===== src/rtl/wfid_free_list.sv =====
// Wavefront-ID free list: circular buffer of free IDs plus an in-use bitmap.
// Resets full (IDs 0..NUM_WF-1); dispatcher pops at the head, retire pushes at the tail.
module wfid_free_list #(
   parameter int NUM_WF = 40,
   parameter int ID_W   = 6
) (
   input  logic            clk,
   input  logic            rst,
   output logic            alloc_valid,
   output logic [ID_W-1:0] alloc_wfid,
   input  logic            alloc_ack,
   input  logic            release_valid,
   input  logic [ID_W-1:0] release_wfid,
   output logic [6:0]      free_count,
   output logic            err_release,
   input  logic            err_clr
);

   localparam logic [ID_W-1:0] LAST = ID_W'(NUM_WF - 1);
   localparam logic [6:0]      FULL = 7'(NUM_WF);

   logic [ID_W-1:0]   mem_q [NUM_WF];
   logic [ID_W-1:0]   mem_d [NUM_WF];
   logic [ID_W-1:0]   rd_ptr_q, rd_ptr_d;
   logic [ID_W-1:0]   wr_ptr_q, wr_ptr_d;
   logic [6:0]        count_q, count_d;
   logic [NUM_WF-1:0] in_use_q, in_use_d;
   logic              err_q, err_d;

   logic pop, push, in_range;

   assign alloc_valid = (count_q != 7'd0);
   assign alloc_wfid  = mem_q[rd_ptr_q];
   assign free_count  = count_q;
   assign err_release = err_q;

   assign pop      = alloc_ack & alloc_valid;
   assign in_range = 32'(release_wfid) < NUM_WF;
   // A free ID is never in use, so this also rejects releasing the head being popped.
   assign push     = release_valid & in_range & in_use_q[release_wfid]
                   & ~(pop & (alloc_wfid == release_wfid));

   always_comb begin
      mem_d    = mem_q;
      rd_ptr_d = rd_ptr_q;
      wr_ptr_d = wr_ptr_q;
      count_d  = count_q;
      in_use_d = in_use_q;
      err_d    = err_q;

      if (pop) begin
         rd_ptr_d             = (rd_ptr_q == LAST) ? '0 : rd_ptr_q + 1'b1;
         in_use_d[alloc_wfid] = 1'b1;
      end

      if (push) begin
         mem_d[wr_ptr_q]        = release_wfid;
         wr_ptr_d               = (wr_ptr_q == LAST) ? '0 : wr_ptr_q + 1'b1;
         in_use_d[release_wfid] = 1'b0;
      end

      case ({pop, push})
         2'b10:   count_d = count_q - 7'd1;
         2'b01:   count_d = count_q + 7'd1;
         default: count_d = count_q;
      endcase

      if (err_clr) err_d = 1'b0;
      if (release_valid && !push) err_d = 1'b1;
   end

   always_ff @(posedge clk or negedge rst) begin
      if (!rst) begin
         for (int i = 0; i < NUM_WF; i++) mem_q[i] <= ID_W'(i);
         rd_ptr_q <= '0;
         wr_ptr_q <= '0;
         count_q  <= FULL;
         in_use_q <= '0;
         err_q    <= 1'b0;
      end else begin
         mem_q    <= mem_d;
         rd_ptr_q <= rd_ptr_d;
         wr_ptr_q <= wr_ptr_d;
         count_q  <= count_d;
         in_use_q <= in_use_d;
         err_q    <= err_d;
      end
   end

endmodule

===== config.mk =====
export PLATFORM = sky130hd
export DESIGN_NAME = wfid_free_list
export DESIGN_NICKNAME = d
export VERILOG_FILES = /design/src/rtl/wfid_free_list.sv
export SDC_FILE = /design/constraint.sdc
export NUM_CORES = 1
export LEC_CHECK = 0
export BUFFER_PORTS_ARGS = -buffer_cell sky130_fd_sc_hd__buf_2
export CORE_MARGIN = 4
export CORE_UTILIZATION = 50
export CTS_CLUSTER_DIAMETER = 100
export DETAILED_ROUTE_END_ITERATION = 16
export GPL_TIMING_DRIVEN = 0
export PLACE_DENSITY = 0.69
export SLEW_MARGIN = 10
export SYNTH_ARGS = -nofsm -noshare
export SYNTH_HDL_FRONTEND = slang
export SYNTH_SLANG_ARGS = --single-unit

===== constraint.sdc =====
create_clock -name clk -period 8.3 [get_ports clk]
set_input_delay 1.66 -clock clk [delete_from_list [all_inputs] [get_ports clk]]
set_output_delay 1.66 -clock clk [all_outputs]
set_load 0.05 [all_outputs]

* Word level (Yosys, flattened, before mapping)
Cells that the tools add are included.
Widths: inputs -> output; s select.
** Storage, ports and cells
- Bits in registers :: 300
- Output and inout bits :: 15
- Word-level logic and storage cells :: 100
** Cells by class
- Add/sub/neg operators :: 4
- Magnitude comparators :: 8
- Eq/ne operators :: 5
- Muxes and demuxes :: 19
- Bitwise logic cells :: 11
- Reduce and logical (&&, ||, !) cells :: 8
** Operator list (count)
- $bwmux 240 :: 1
- $mux 40 :: 2
- $and 40x40->40 :: 1
- $not 40->40 :: 1
- $or 40x40->40 :: 1
- $bmux 6 s6 :: 1
- $demux 6 s6 :: 1
- $mux 6 :: 5
- $ge 7x7->1 const B :: 2
- $lt 6x7->1 const B :: 2
- $not 6->7 :: 2
- $pmux 7 s2 :: 1
- $add 6x1->6 const B :: 2
- $demux 1 s6 :: 2
- $eq 6x6->1 const B :: 2
- $ge 6x1->1 const B :: 2
- $add 7x1->7 const B :: 1
- $lt 7x1->1 const B :: 1
- $reduce_bool 7->1 :: 1
- $sub 7x1->7 const B :: 1
- $bmux 1 s6 :: 1
- $eq 6x6->1 :: 1
- $lt 6x6->1 const B :: 1
- $and 1x1->1 :: 5
- 7 further kinds :: 15

* Logic depth before layout (Yosys ltp)
- Word-level depth :: 12
- Depth in mapped cells :: 19
- Mapped depth without buffers :: 17

* Worst setup path before layout
Ideal clock, no wire load.
- Path type :: input port to flip-flop
- From :: in release_wfid[1]
- To :: reg count_q[6] (netlist: free_count[6])
- Setup time :: 82 ps
- Arrival time :: 4779 ps
- Data required time :: 8218 ps
- Path slack :: 3439 ps
- Stages on the path :: 17
- Buffers on the path :: 2
- Path through :: clkbuf_1 -> and3b_1 -> clkbuf_1 -> nand2_1 -> o21ai_0 -> a2111oi_0 -> a2111oi_0 -> o31ai_1 -> nand2b_1 -> ha_1 -> a21o_1 -> a21oi_1 -> o21bai_1 -> a21oi_1 -> nand2_1 -> o22ai_1 -> xor2_1
** On the way
- Longest elaborated chain between the ends :: 6
** RTL lines
- start: declaration :: line 13 : input logic [ID_W-1:0] release_wfid,
- $bmux 1 s6 (tied with other cells) :: line 40 : assign push = release_valid & in_range & in_use_q[release_wfid]
- $mux 1 (not written as such) (tied with other cells) :: line 40
- $and 1x1->1 or $not 1->1 (tied branches) :: line 40, 41
- $and 1x1->1 (*) :: line 41 : & ~(pop & (alloc_wfid == release_wfid));
- $eq 2x1->1 or $eq 2x2->1 (tied branches) :: line 62 : case ({pop, push})
- $pmux 7 s2 or $reduce_bool 2->1 (tied branches)
- end signal: assignment :: line 84 : count_q <= count_d;
- end: declaration :: line 26 : logic [6:0] count_q, count_d;
Mark *: on every way between the ends. The rest lies on a longest branch, timed or not. The select of a mux whose other input is x is not followed.
A chain may end at the register's enable or synchronous reset.

* Worst setup path in the final report
- From :: in release_wfid[2]
- To :: reg count_q[6] (netlist: free_count[6])
Same word-level chain as after synthesis.

==> metrics <==
run status=finished clean; VDD IR max=0.128 mV; FF/Latch Area=between 7000 and 8000 um2; Hold-fix buffers, CTS=0; Mapped Area=14,900 um2; Final Hold Violating Endpoints=0; critical path arrival=5990 ps; ys flop type=dfrtp_1; flop2flop setup slack=3480 ps; most common cell after layout, fill and taps aside=mux2_2; DR vias/cell=6.34; unrepaired setup endpoints after global routing=no; clock sink count=300; CTS tree=built; Yosys warnings=0; Final Cycle Share=67.0%; Area after DPL=between 15,000 and 20,000 um2; Initial Util=51.3%; net count reported at finish=1,197; Reg power frac=38.6%; Setup WS pre-CTS=2390 ps; Min-Delay Path Class=reg -> reg; Max-cap violations=0; final slew viol count=0; Cells after Synth=1,118; clock group share of total power=roughly 30%; hold slack=approximately 500 ps; final instance area=16,600 um2; setup ws final=2740 ps; Layout fillers=2,361; sequential element share of the synthesized area=between 50% and 60%; clk_skew=13.9 ps; total I/O pin count=26; post-synthesis register bit count=300; share of cells above drive strength 1=42.4%; Hold Crit Start=mem_q[99]$_DFFE_PN0P_; Final setup viols=0; PortBufs=21; crit-path max FO=10; critical setup path kind=in -> reg; first-pass GRT wire length=62.3 mm; Post-DRT Antenna Nets=0; # resized after CTS=0; CTS buffer count=34; vias post-DR=10,100; hold path endpoint=mem_q[99]$_DFFE_PN0P_; relative slew slack=20.6%; initial antenna violation count=0; RR Startpoint=rd_ptr_q[0]$_DFFE_PN0N_; wire length per cell=25.0 um; DRT Pass-1 Iters=5; Static Leakage=7.50 nW; 1st-iter DRT viols=840; Max Root-Sink Buffers=3; asr flop ratio synth=100%; synth unique cells=66; core box area=29,100 um2; min cycle time layout=5560 ps; htree depth=2; Net Sw Frac=35.2%; Worst Max-Slew Pin Slew=between 1000 and 1500 ps; Reg2Reg Capture Point=mem_q[214]$_DFFE_PN0P_; die height=181 um; Root Buffer=clkbuf_16; drt drc=0; Pwr Density=282 nW/um2; Die Width=181 um; logic gate share of total power=31.3%; P_sw=roughly 1.7 mW; Max Fclk=180 MHz; Worst Reg-to-Reg Cells=14; Mean Syn Cell Area=between 10 and 15 um2; Final GP Congestion=0.891; Placed Cells=1,526; total grt overflow=0; cell-internal power=3.04 mW; syn_nets=1,137; clk slew on worst S/H paths=60 ps; row count=62; antenna diode instance count=0; Detailed Route WL=39.6 mm; largest net degree at the start of global routing=90; hold path cells=1; crit path capture type=flop; Worst-Skew Late Latency=~510 ps; Crit path required time=8730 ps; commonest cells after routing, fill and taps aside=mux2_2 (234), dfrtp_1 (198), dfstp_2 (102); final cell count without fillers=1,586; EDFF count, synth=0; die area=32,700 um2; setup tns final=0 ps; Area Growth Syn to Fin=11.5%; setup repair bufs after CTS=0; GRT Total Usage=24.3%; via count of the first global-routing pass=10,300; HPWL Detailed=27.6 mm; Startpoint Class=input port; area occupied by multi-input gates=a little under 7000 um2
cell usage after synthesis, types with 4 or more instances:
library cell,count,area share (%)
mux2_2,234,18
dfrtp_1,198,33
dfstp_2,102,18
a21oi_1,58,1.9
mux2i_1,58,3.9
clkbuf_1,51,1.3
a31oi_1,44,1.8
mux4_2,41,6.2
nand2_1,38,0.96
nor2_1,26,0.65
inv_1,22,0.55
mux2_1,19,1.4
nand3_2,15,1.0
nor3_1,15,0.50
buf_2,13,0.44
xnor2_1,12,0.70
a221oi_1,8,0.47
and4_1,8,0.47
buf_6,8,0.60
o221ai_1,8,0.47
a22oi_1,7,0.35
ha_1,7,0.59
nand4_1,7,0.29
nand4_2,7,0.59
o21ai_0,7,0.23
and2_1,6,0.25
buf_4,6,0.30
nor4_1,6,0.25
and3_1,5,0.21
buf_1,5,0.13
nand3_1,5,0.17
nor3b_1,5,0.25
a22o_1,4,0.23
nand2b_1,4,0.17
o22ai_1,4,0.17
critical path, stage by stage:
cell and delay (ps):
buf_2 240, buf_1 500, clkbuf_1 700, o21ai_0 200
a21oi_1 240, a311oi_1 80, o31ai_1 500, nand2b_1 420
ha_1 340, a21o_1 190, a21oi_1 210, o21bai_1 110
a21oi_1 190, nand2_1 70, o22ai_1 180, xor2_1 160
cell type report:
cell class | instances | area share (%)
flip-flops and latches | 300 | 45.9
multi-input cells | 710 | 40.7
clock buffers | 56 | 6.10
well taps | 384 | 2.89
plain buffers | 83 | 2.47
repair buffers | 24 | 1.19
inverters | 25 | 0.564
clock inverters | 4 | 0.158
power by group through the flow:
stage / Clock [mW] / Combinational [mW] / Sequential (mW)
detailed placement: 0 / 1.44 / 1.83
CTS: 1.44 / 1.45 / 1.81
floorplan: 0 / 0.968 / 1.86
finish: 1.41 / 1.47 / 1.81
global placement: 0 / 1.42 / 1.82
global route: 1.50 / 1.56 / 1.83
state kept, by name (all words and copies together) (netlist names):
| signal | flops |
|---|---|
| free_count | 7 |
| in_use_q | 40 |
| err_release | 1 |
| mem_q | 240 |
| wr_ptr_q | 6 |
| rd_ptr_q | 6 |
through the flow:
stage                     total power, mW  utilization (%)
after floorplan                      2.82                -
after global placement               3.24             53.3
after detailed placement             3.27             53.6
after CTS                            4.70             57.2
after global routing                 4.90             57.2
final                                4.69             57.2
worst max path at each step:
stage | slack, ps | endpoint | start | cells after the start
2_1_floorplan | 3440 | free_count[6]$_DFFE_PN0P_ | release_wfid[1] | 17
3_3_place_gp | 70 | mem_q[28]$_DFFE_PN0P_ | rst | 1
3_5_place_dp | 2390 | free_count[6]$_DFFE_PN0P_ | release_wfid[2] | 16
4_1_cts | 2820 | alloc_wfid[4] | rd_ptr_q[0]$_DFFE_PN0N_ | 11
5_1_grt | 2540 | free_count[6]$_DFFE_PN0P_ | release_wfid[2] | 16
6_report | 2740 | free_count[6]$_DFFE_PN0P_ | release_wfid[2] | 16
metal layers:
layer	track usage, %	up-vias	wire, um
li1	-	4323	-
met2	38.1	363	18400
met5	0	-	0
met3	4.58	65	2840
met1	35.2	5307	17500
met4	6.05	0	856
logic make-up after synthesis:
logic type | after synthesis | share of synthesized area (%)
adders and majority gates | 8 | 0.722
AOI/OAI and AO/OA | 169 | 7.67
and+or+nand+nor | 167 | 7.01
muxes | 352 | 29.2
buffers and inverters | 108 | 3.38
DFF | 300 | 51.2
xor gates and xnor gates | 14 | 0.822
No activity file was read; power rests on OpenSTA's default activity.
